## src/rtl/seed_random_1_card_pkg.sv

```systemverilog
// seed_random_1_card_pkg: deck constants, dealer FSM state codes and suit codes
// shared by the card dealer and the index-to-card decoder.
package seed_random_1_card_pkg;

    localparam int RANKS_PER_SUIT = 13;
    localparam int NUM_SUITS      = 4;
    localparam int DECK_SIZE_C    = NUM_SUITS * RANKS_PER_SUIT;

    typedef enum logic [2:0] {
        ST_IDLE,
        ST_SPIN,
        ST_SETTLE,
        ST_CHECK,
        ST_STEP,
        ST_PRESENT
    } state_e;

    typedef enum logic [1:0] {
        SUIT_HEARTS   = 2'd0,
        SUIT_DIAMONDS = 2'd1,
        SUIT_CLUBS    = 2'd2,
        SUIT_SPADES   = 2'd3
    } suit_e;

endpackage

```

## src/rtl/seed_random_1_card_decode.sv

```systemverilog
// seed_random_1_card_decode: combinational card index (1..52) -> rank (1..13) / suit (0..3).
// Divider-free: suit from threshold compares, rank by subtracting the suit's base index.
module seed_random_1_card_decode
    import seed_random_1_card_pkg::*;
(
    input  logic [5:0] idx_i,
    output logic [3:0] rank_o,
    output logic [1:0] suit_o
);

    logic [5:0] card;
    logic [5:0] base;
    suit_e      suit;

    // NOTE: every variable gets a default before the if-chain, so no latch is inferred.
    always_comb begin
        card = idx_i - 6'd1;
        suit = SUIT_HEARTS;
        base = 6'd0;
        if (card >= 6'(3 * RANKS_PER_SUIT)) begin
            suit = SUIT_SPADES;
            base = 6'(3 * RANKS_PER_SUIT);
        end else if (card >= 6'(2 * RANKS_PER_SUIT)) begin
            suit = SUIT_CLUBS;
            base = 6'(2 * RANKS_PER_SUIT);
        end else if (card >= 6'(RANKS_PER_SUIT)) begin
            suit = SUIT_DIAMONDS;
            base = 6'(RANKS_PER_SUIT);
        end
    end

    assign rank_o = 4'(card - base + 6'd1);
    assign suit_o = suit;

endmodule

```

## src/rtl/seed_random_1_card_dealer.sv

```systemverilog
// seed_random_1_card_dealer: spins the random counter while deal is held, then turns the
// frozen value into a card. DEALER_DUP_CHECK_EN enables the dealt mask / finite deck.
module seed_random_1_card_dealer
    import seed_random_1_card_pkg::*;
#(
    parameter int MIN_SPIN  = 4,
    parameter int DECK_SIZE = DECK_SIZE_C
) (
    input  logic       clk_dp_c_i,
    input  logic       rst_dp_c_i,
    input  logic       deal_req_i,
    input  logic       shuffle_i,
    input  logic [7:0] next_card_i,
    output logic       req_card_state_o,
    output logic       card_valid_o,
    input  logic       card_ready_i,
    output logic [3:0] card_rank_o,
    output logic [1:0] card_suit_o,
    output logic [5:0] cards_left_o,
    output logic       deck_empty_o
);

    state_e     state_q;
    logic [3:0] spin_cnt_q;
    logic       req_q;
    logic       valid_q;
    logic [3:0] rank_q;
    logic [1:0] suit_q;

    logic       idx_valid;
    logic       idx_free;
    logic       spin_done;
    logic [3:0] dec_rank;
    logic [1:0] dec_suit;

    seed_random_1_card_decode u_decode (
        .idx_i  (next_card_i[5:0]),
        .rank_o (dec_rank),
        .suit_o (dec_suit)
    );

    assign idx_valid = (next_card_i != 8'd0) && (next_card_i <= 8'(DECK_SIZE));
    // spin_cnt_q counts completed SPIN cycles, so the current one makes it MIN_SPIN.
    assign spin_done = !deal_req_i && (spin_cnt_q >= 4'(MIN_SPIN - 1));

`ifdef DEALER_DUP_CHECK_EN
    logic [DECK_SIZE-1:0] mask_q;
    logic [5:0]           left_q;
    logic [5:0]           slot;

    assign slot         = next_card_i[5:0] - 6'd1;
    assign idx_free     = idx_valid && !mask_q[slot];
    assign cards_left_o = left_q;
    assign deck_empty_o = (left_q == 6'd0);
`else
    logic unused_shuffle;

    assign unused_shuffle = shuffle_i;
    assign idx_free       = idx_valid;
    assign cards_left_o   = 6'(DECK_SIZE);
    assign deck_empty_o   = 1'b0;
`endif

    // NOTE: all state, including the dealt mask, is cleared by the async reset and
    // updated with non-blocking assignments only.
    always_ff @(posedge clk_dp_c_i or negedge rst_dp_c_i) begin
        if (!rst_dp_c_i) begin
            state_q    <= ST_IDLE;
            spin_cnt_q <= 4'd0;
            req_q      <= 1'b0;
            valid_q    <= 1'b0;
            rank_q     <= 4'd0;
            suit_q     <= 2'd0;
`ifdef DEALER_DUP_CHECK_EN
            mask_q     <= '0;
            left_q     <= 6'(DECK_SIZE);
`endif
        end else begin
            case (state_q)
                ST_IDLE: begin
`ifdef DEALER_DUP_CHECK_EN
                    if (shuffle_i) begin
                        mask_q <= '0;
                        left_q <= 6'(DECK_SIZE);
                    end else
`endif
                    if (deal_req_i && !deck_empty_o) begin
                        state_q    <= ST_SPIN;
                        req_q      <= 1'b1;
                        spin_cnt_q <= 4'd0;
                    end
                end
                ST_SPIN: begin
                    if (spin_done) begin
                        state_q <= ST_SETTLE;
                        req_q   <= 1'b0;
                    end else if (spin_cnt_q != 4'hF) begin
                        spin_cnt_q <= spin_cnt_q + 4'd1;
                    end
                end
                ST_SETTLE: state_q <= ST_CHECK;
                ST_CHECK: begin
                    if (!idx_free) begin
                        state_q <= ST_STEP;
                        req_q   <= 1'b1;
                    end else begin
                        state_q <= ST_PRESENT;
                        valid_q <= 1'b1;
                        rank_q  <= dec_rank;
                        suit_q  <= dec_suit;
`ifdef DEALER_DUP_CHECK_EN
                        mask_q[slot] <= 1'b1;
                        left_q       <= left_q - 6'd1;
`endif
                    end
                end
                ST_STEP: begin
                    state_q <= ST_SETTLE;
                    req_q   <= 1'b0;
                end
                ST_PRESENT: begin
                    if (card_ready_i) begin
                        state_q <= ST_IDLE;
                        valid_q <= 1'b0;
                    end
                end
                default: state_q <= ST_IDLE;
            endcase
        end
    end

    assign req_card_state_o = req_q;
    assign card_valid_o     = valid_q;
    assign card_rank_o      = rank_q;
    assign card_suit_o      = suit_q;

endmodule

```

## config.mk

```make
export PLATFORM = sky130hd
export DESIGN_NAME = seed_random_1_card_dealer
export DESIGN_NICKNAME = d
export VERILOG_FILES = /design/src/rtl/seed_random_1_card_pkg.sv /design/src/rtl/seed_random_1_card_decode.sv /design/src/rtl/seed_random_1_card_dealer.sv
export SDC_FILE = /design/constraint.sdc
export NUM_CORES = 1
export LEC_CHECK = 0
export CAP_MARGIN = 20
export CELL_PAD_IN_SITES_DETAIL_PLACEMENT = 1
export CELL_PAD_IN_SITES_GLOBAL_PLACEMENT = 2
export CORE_MARGIN = 4
export CORE_UTILIZATION = 33
export DETAILED_ROUTE_END_ITERATION = 10
export DONT_BUFFER_PORTS = 1
export PLACE_DENSITY = 0.72
export SLEW_MARGIN = 10
export SYNTH_ARGS = -nofsm -noshare
export SYNTH_HDL_FRONTEND = slang
export SYNTH_SLANG_ARGS = --single-unit
```

## constraint.sdc

```tcl
create_clock -name clk_dp_c_i -period 1.6 [get_ports clk_dp_c_i]
set_input_delay 0.24 -clock clk_dp_c_i [delete_from_list [all_inputs] [get_ports clk_dp_c_i]]
set_output_delay 0.24 -clock clk_dp_c_i [all_outputs]
set_load 0.01 [all_outputs]
```

==> flow_metrics.tcl <==
set metrics [dict create \
    outcome "finished, violations left" \
    violations "negative setup slack" \
    layout-drive-gt1-share_pct 38.54 \
    max_freq_mhz 360.0 \
    synth_compound_area_share_pct 20.48 \
    multiInputGateArea_um2 1005 \
    avgSynthCellArea_um2 8.308 \
    cts_buffers 3 \
    power.density_nw_per_um2 1149 \
    synth.area.mux_share_pct 4.132 \
    avgViaCountPerCell 5.236 \
    final_cells 242 \
    num_rows 23 \
    synthToLayoutAreaGrowth_pct 32.60 \
    die_y_um 72.26 \
    ys_seq_elements 15 \
    rsz0062_at_grt "yes" \
    drc 0 \
    synthArstFlopShare_pct 100.0 \
    dieArea_um2 5221 \
    place_ws_ps -1633 \
    ant_nets 0 \
    routed_wl_um 3929 \
    hold_class "in -> reg" \
    clk-insertion-delay-late_ps 250 \
    hold_viol 0 \
    cts.sinks 15 \
    ys_seq_area_share_pct 27.55 \
    clkTransAtPathRegs_ps 70 \
    cts_tree "yes" \
    grt_pass1_vias 1422 \
    fillers 479 \
    synth_fa_ha_area_share_pct 10.65 \
    synth-xor-area-share_pct 3.214 \
    antenna_found_initial 0 \
    start_kind "primary input" \
    tightest_slew_ps 741.8 \
    path_class "in -> reg" \
    ir_drop_v 0.0003599 \
    crit_fanout 6 \
    cts.path.max_buffers 2 \
    netlist_instances 164 \
    grt_max_degree 16 \
    synth_simple_gate_area_share_pct 22.22 \
    ys.flop_type "dfrtp_1" \
    wl_per_cell_um 16.24 \
    synth.distinct_cells 47 \
    fin_crit_sh_pct 173.6 \
    setup_viol 5 \
    top_level_ports 28 \
    drv_cap 0 \
    cp_data_arrival_time_ps 2940 \
    drtIter0Drc 46 \
    period_needed_ps 2778 \
    place_area_um2 1645 \
    antenna_cells 0 \
    drtPass1Iterations 4 \
    grt_pass1_wl_um 6699 \
    final_common_cell "buf_4" \
    gp_congestion 0.8203 \
    maxSlewViolCount 0 \
    synth_top_family_by_area "simple AND/OR/NAND/NOR gates" \
    p_leak_nw 0.7837 \
    nNetsFinal 217 \
    end_kind "register" \
    cts-root-buf "clkbuf_8" \
    most-common-layout-cells "33 x buf_4, 16 x nand2_1, 15 x dfrtp_1, 12 x nor2_1, 9 x a21oi_1" \
    dp_hpwl_um 3112 \
    core_area_um2 4000 \
    yosysWarnings 0 \
    overflow 0 \
    max_slew_margin_pct 50.39 \
    dp.cells 232 \
    io_buffers 0 \
    grt_usage_pct 16.03 \
    worst_hold_slack_ps 235.1 \
    synth_area_um2 1363 \
    worst_clock_skew_ps 4.965 \
    synth-edff-count 0 \
    seq_area_um2 375.4 \
    finalInstanceArea_um2 1807 \
    postLayoutSetupSlackWorst_ps -1178 \
    dieWidth_um 72.26 \
    htree_levels 1 \
    required_ps 1760 \
    setup_tns_ps -2638 \
    initial_utilization_pct 34.06 \
    vias 1267 \
]
-- synthesized netlist by cell type, drive strengths merged (2+ instances only) --
cell type / instances / area (µm²)
buf: 13 / 103.9
nand3: 4 / 20.02
a21oi: 9 / 45.04
ha: 10 / 125.1
o211ai: 4 / 30.03
nand2b: 7 / 46.30
o22ai: 2 / 12.51
mux2: 5 / 56.30
conb: 2 / 7.510
nor3: 5 / 25.02
clkbuf: 2 / 7.510
o21ai: 11 / 55.05
nand2: 16 / 60.06
dfrtp: 15 / 375.4
inv: 11 / 41.29
xnor2: 4 / 35.03
o31ai: 4 / 35.03
or2: 2 / 12.51
nor2: 15 / 66.32
o2bb2ai: 2 / 17.52
nand4: 3 / 25.02
a32oi: 2 / 17.52
and2: 2 / 12.51
-- state kept, by name, indices dropped and copies added (netlist names) --
signal,count
card_suit_o,2
spin_cnt_q,4
req_card_state_o,1
state_q,3
card_valid_o,1
card_rank_o,4
-- critical path, cell delays in order --
cell and delay, ps:
inv_12 20, ha_4 250, nor2b_4 180, nand2_1 80, o2bb2ai_2 120, a32oi_2 220
nor2_2 60, or2_1 230, ha_1 300, inv_2 50, fa_2 400, xnor2_2 200
xnor2_2 150, xnor2_2 140, a21oi_1 80, o31ai_2 210
-- timing repair --
item | CTS | global route
gates resized for setup | 4 | 10
buffers inserted | 3 | 2
pin swaps | 14 | 4
hold buffers | 1 | 0
endpoints found under the hold margin | 15 | 0
endpoints found under the setup margin | 4 | 11
-- through the flow --
| step | utilization, % | power [mW] |
|---|---|---|
| global placement | 41.13 | 1.627 |
| floorplan | - | 1.399 |
| global route | 45.17 | 2.263 |
| detailed placement | 41.13 | 1.689 |
| CTS | 43.42 | 2.037 |
| finish | 45.17 | 2.076 |
-- path summary, 6_finish.rpt --
kind	to	startpoint	depth (start not counted)	slack [ps]
worst min register to register	card_suit_o[0]$_DFFE_PN0P_	card_suit_o[0]$_DFFE_PN0P_	2	550
worst min-delay path	state_q[0]$_DFFE_PN0P_	card_ready_i	2	240
max in group asynchronous	state_q[2]$_DFFE_PN0P_	rst_dp_c_i	1	630
min in group asynchronous	state_q[0]$_DFFE_PN0P_	rst_dp_c_i	1	500
worst max-delay path	card_rank_o[3]$_DFFE_PN0P_	next_card_i[0]	16	-1180
worst max register to register	spin_cnt_q[3]$_DFFE_PN0P_	spin_cnt_q[2]$_DFFE_PN0P_	6	90
-- report_power, final --
| part | internal, mW | switching [mW] | leakage (nW) |
|---|---|---|---|
| sequential | 0.546 | 0.205 | 0.189 |
| combinational | 0.520 | 0.493 | 0.572 |
| clock | 0.176 | 0.136 | 0.0228 |
-- layer usage --
layer	vias to the layer above	wire, µm	global-route usage (%)
met5	-	0	0
met4	0	77	4.802
met3	8	124	1.939
met2	25	2207	31.85
met1	618	1520	17.29
li1	616	-	-
-- kinds of logic after synthesis --
group / Yosys count
AND/OR/NAND/NOR: 59
buffers and inverters: 26
XOR/XNOR: 5
other: 2
multiplexers: 5
flip-flops: 15
AO/OA/AOI/OAI: 41
adder cells (fa/ha/maj): 11
-- layout make-up --
cell class / count / share of cell area [%]
multi-input combinational: 128 / 55.61
timing repair buffer: 34 / 14.27
tap: 50 / 3.463
clock buffer: 4 / 2.493
inverter: 11 / 3.393
sequential: 15 / 20.78
Note: power is estimated with default switching activity, not from simulation.
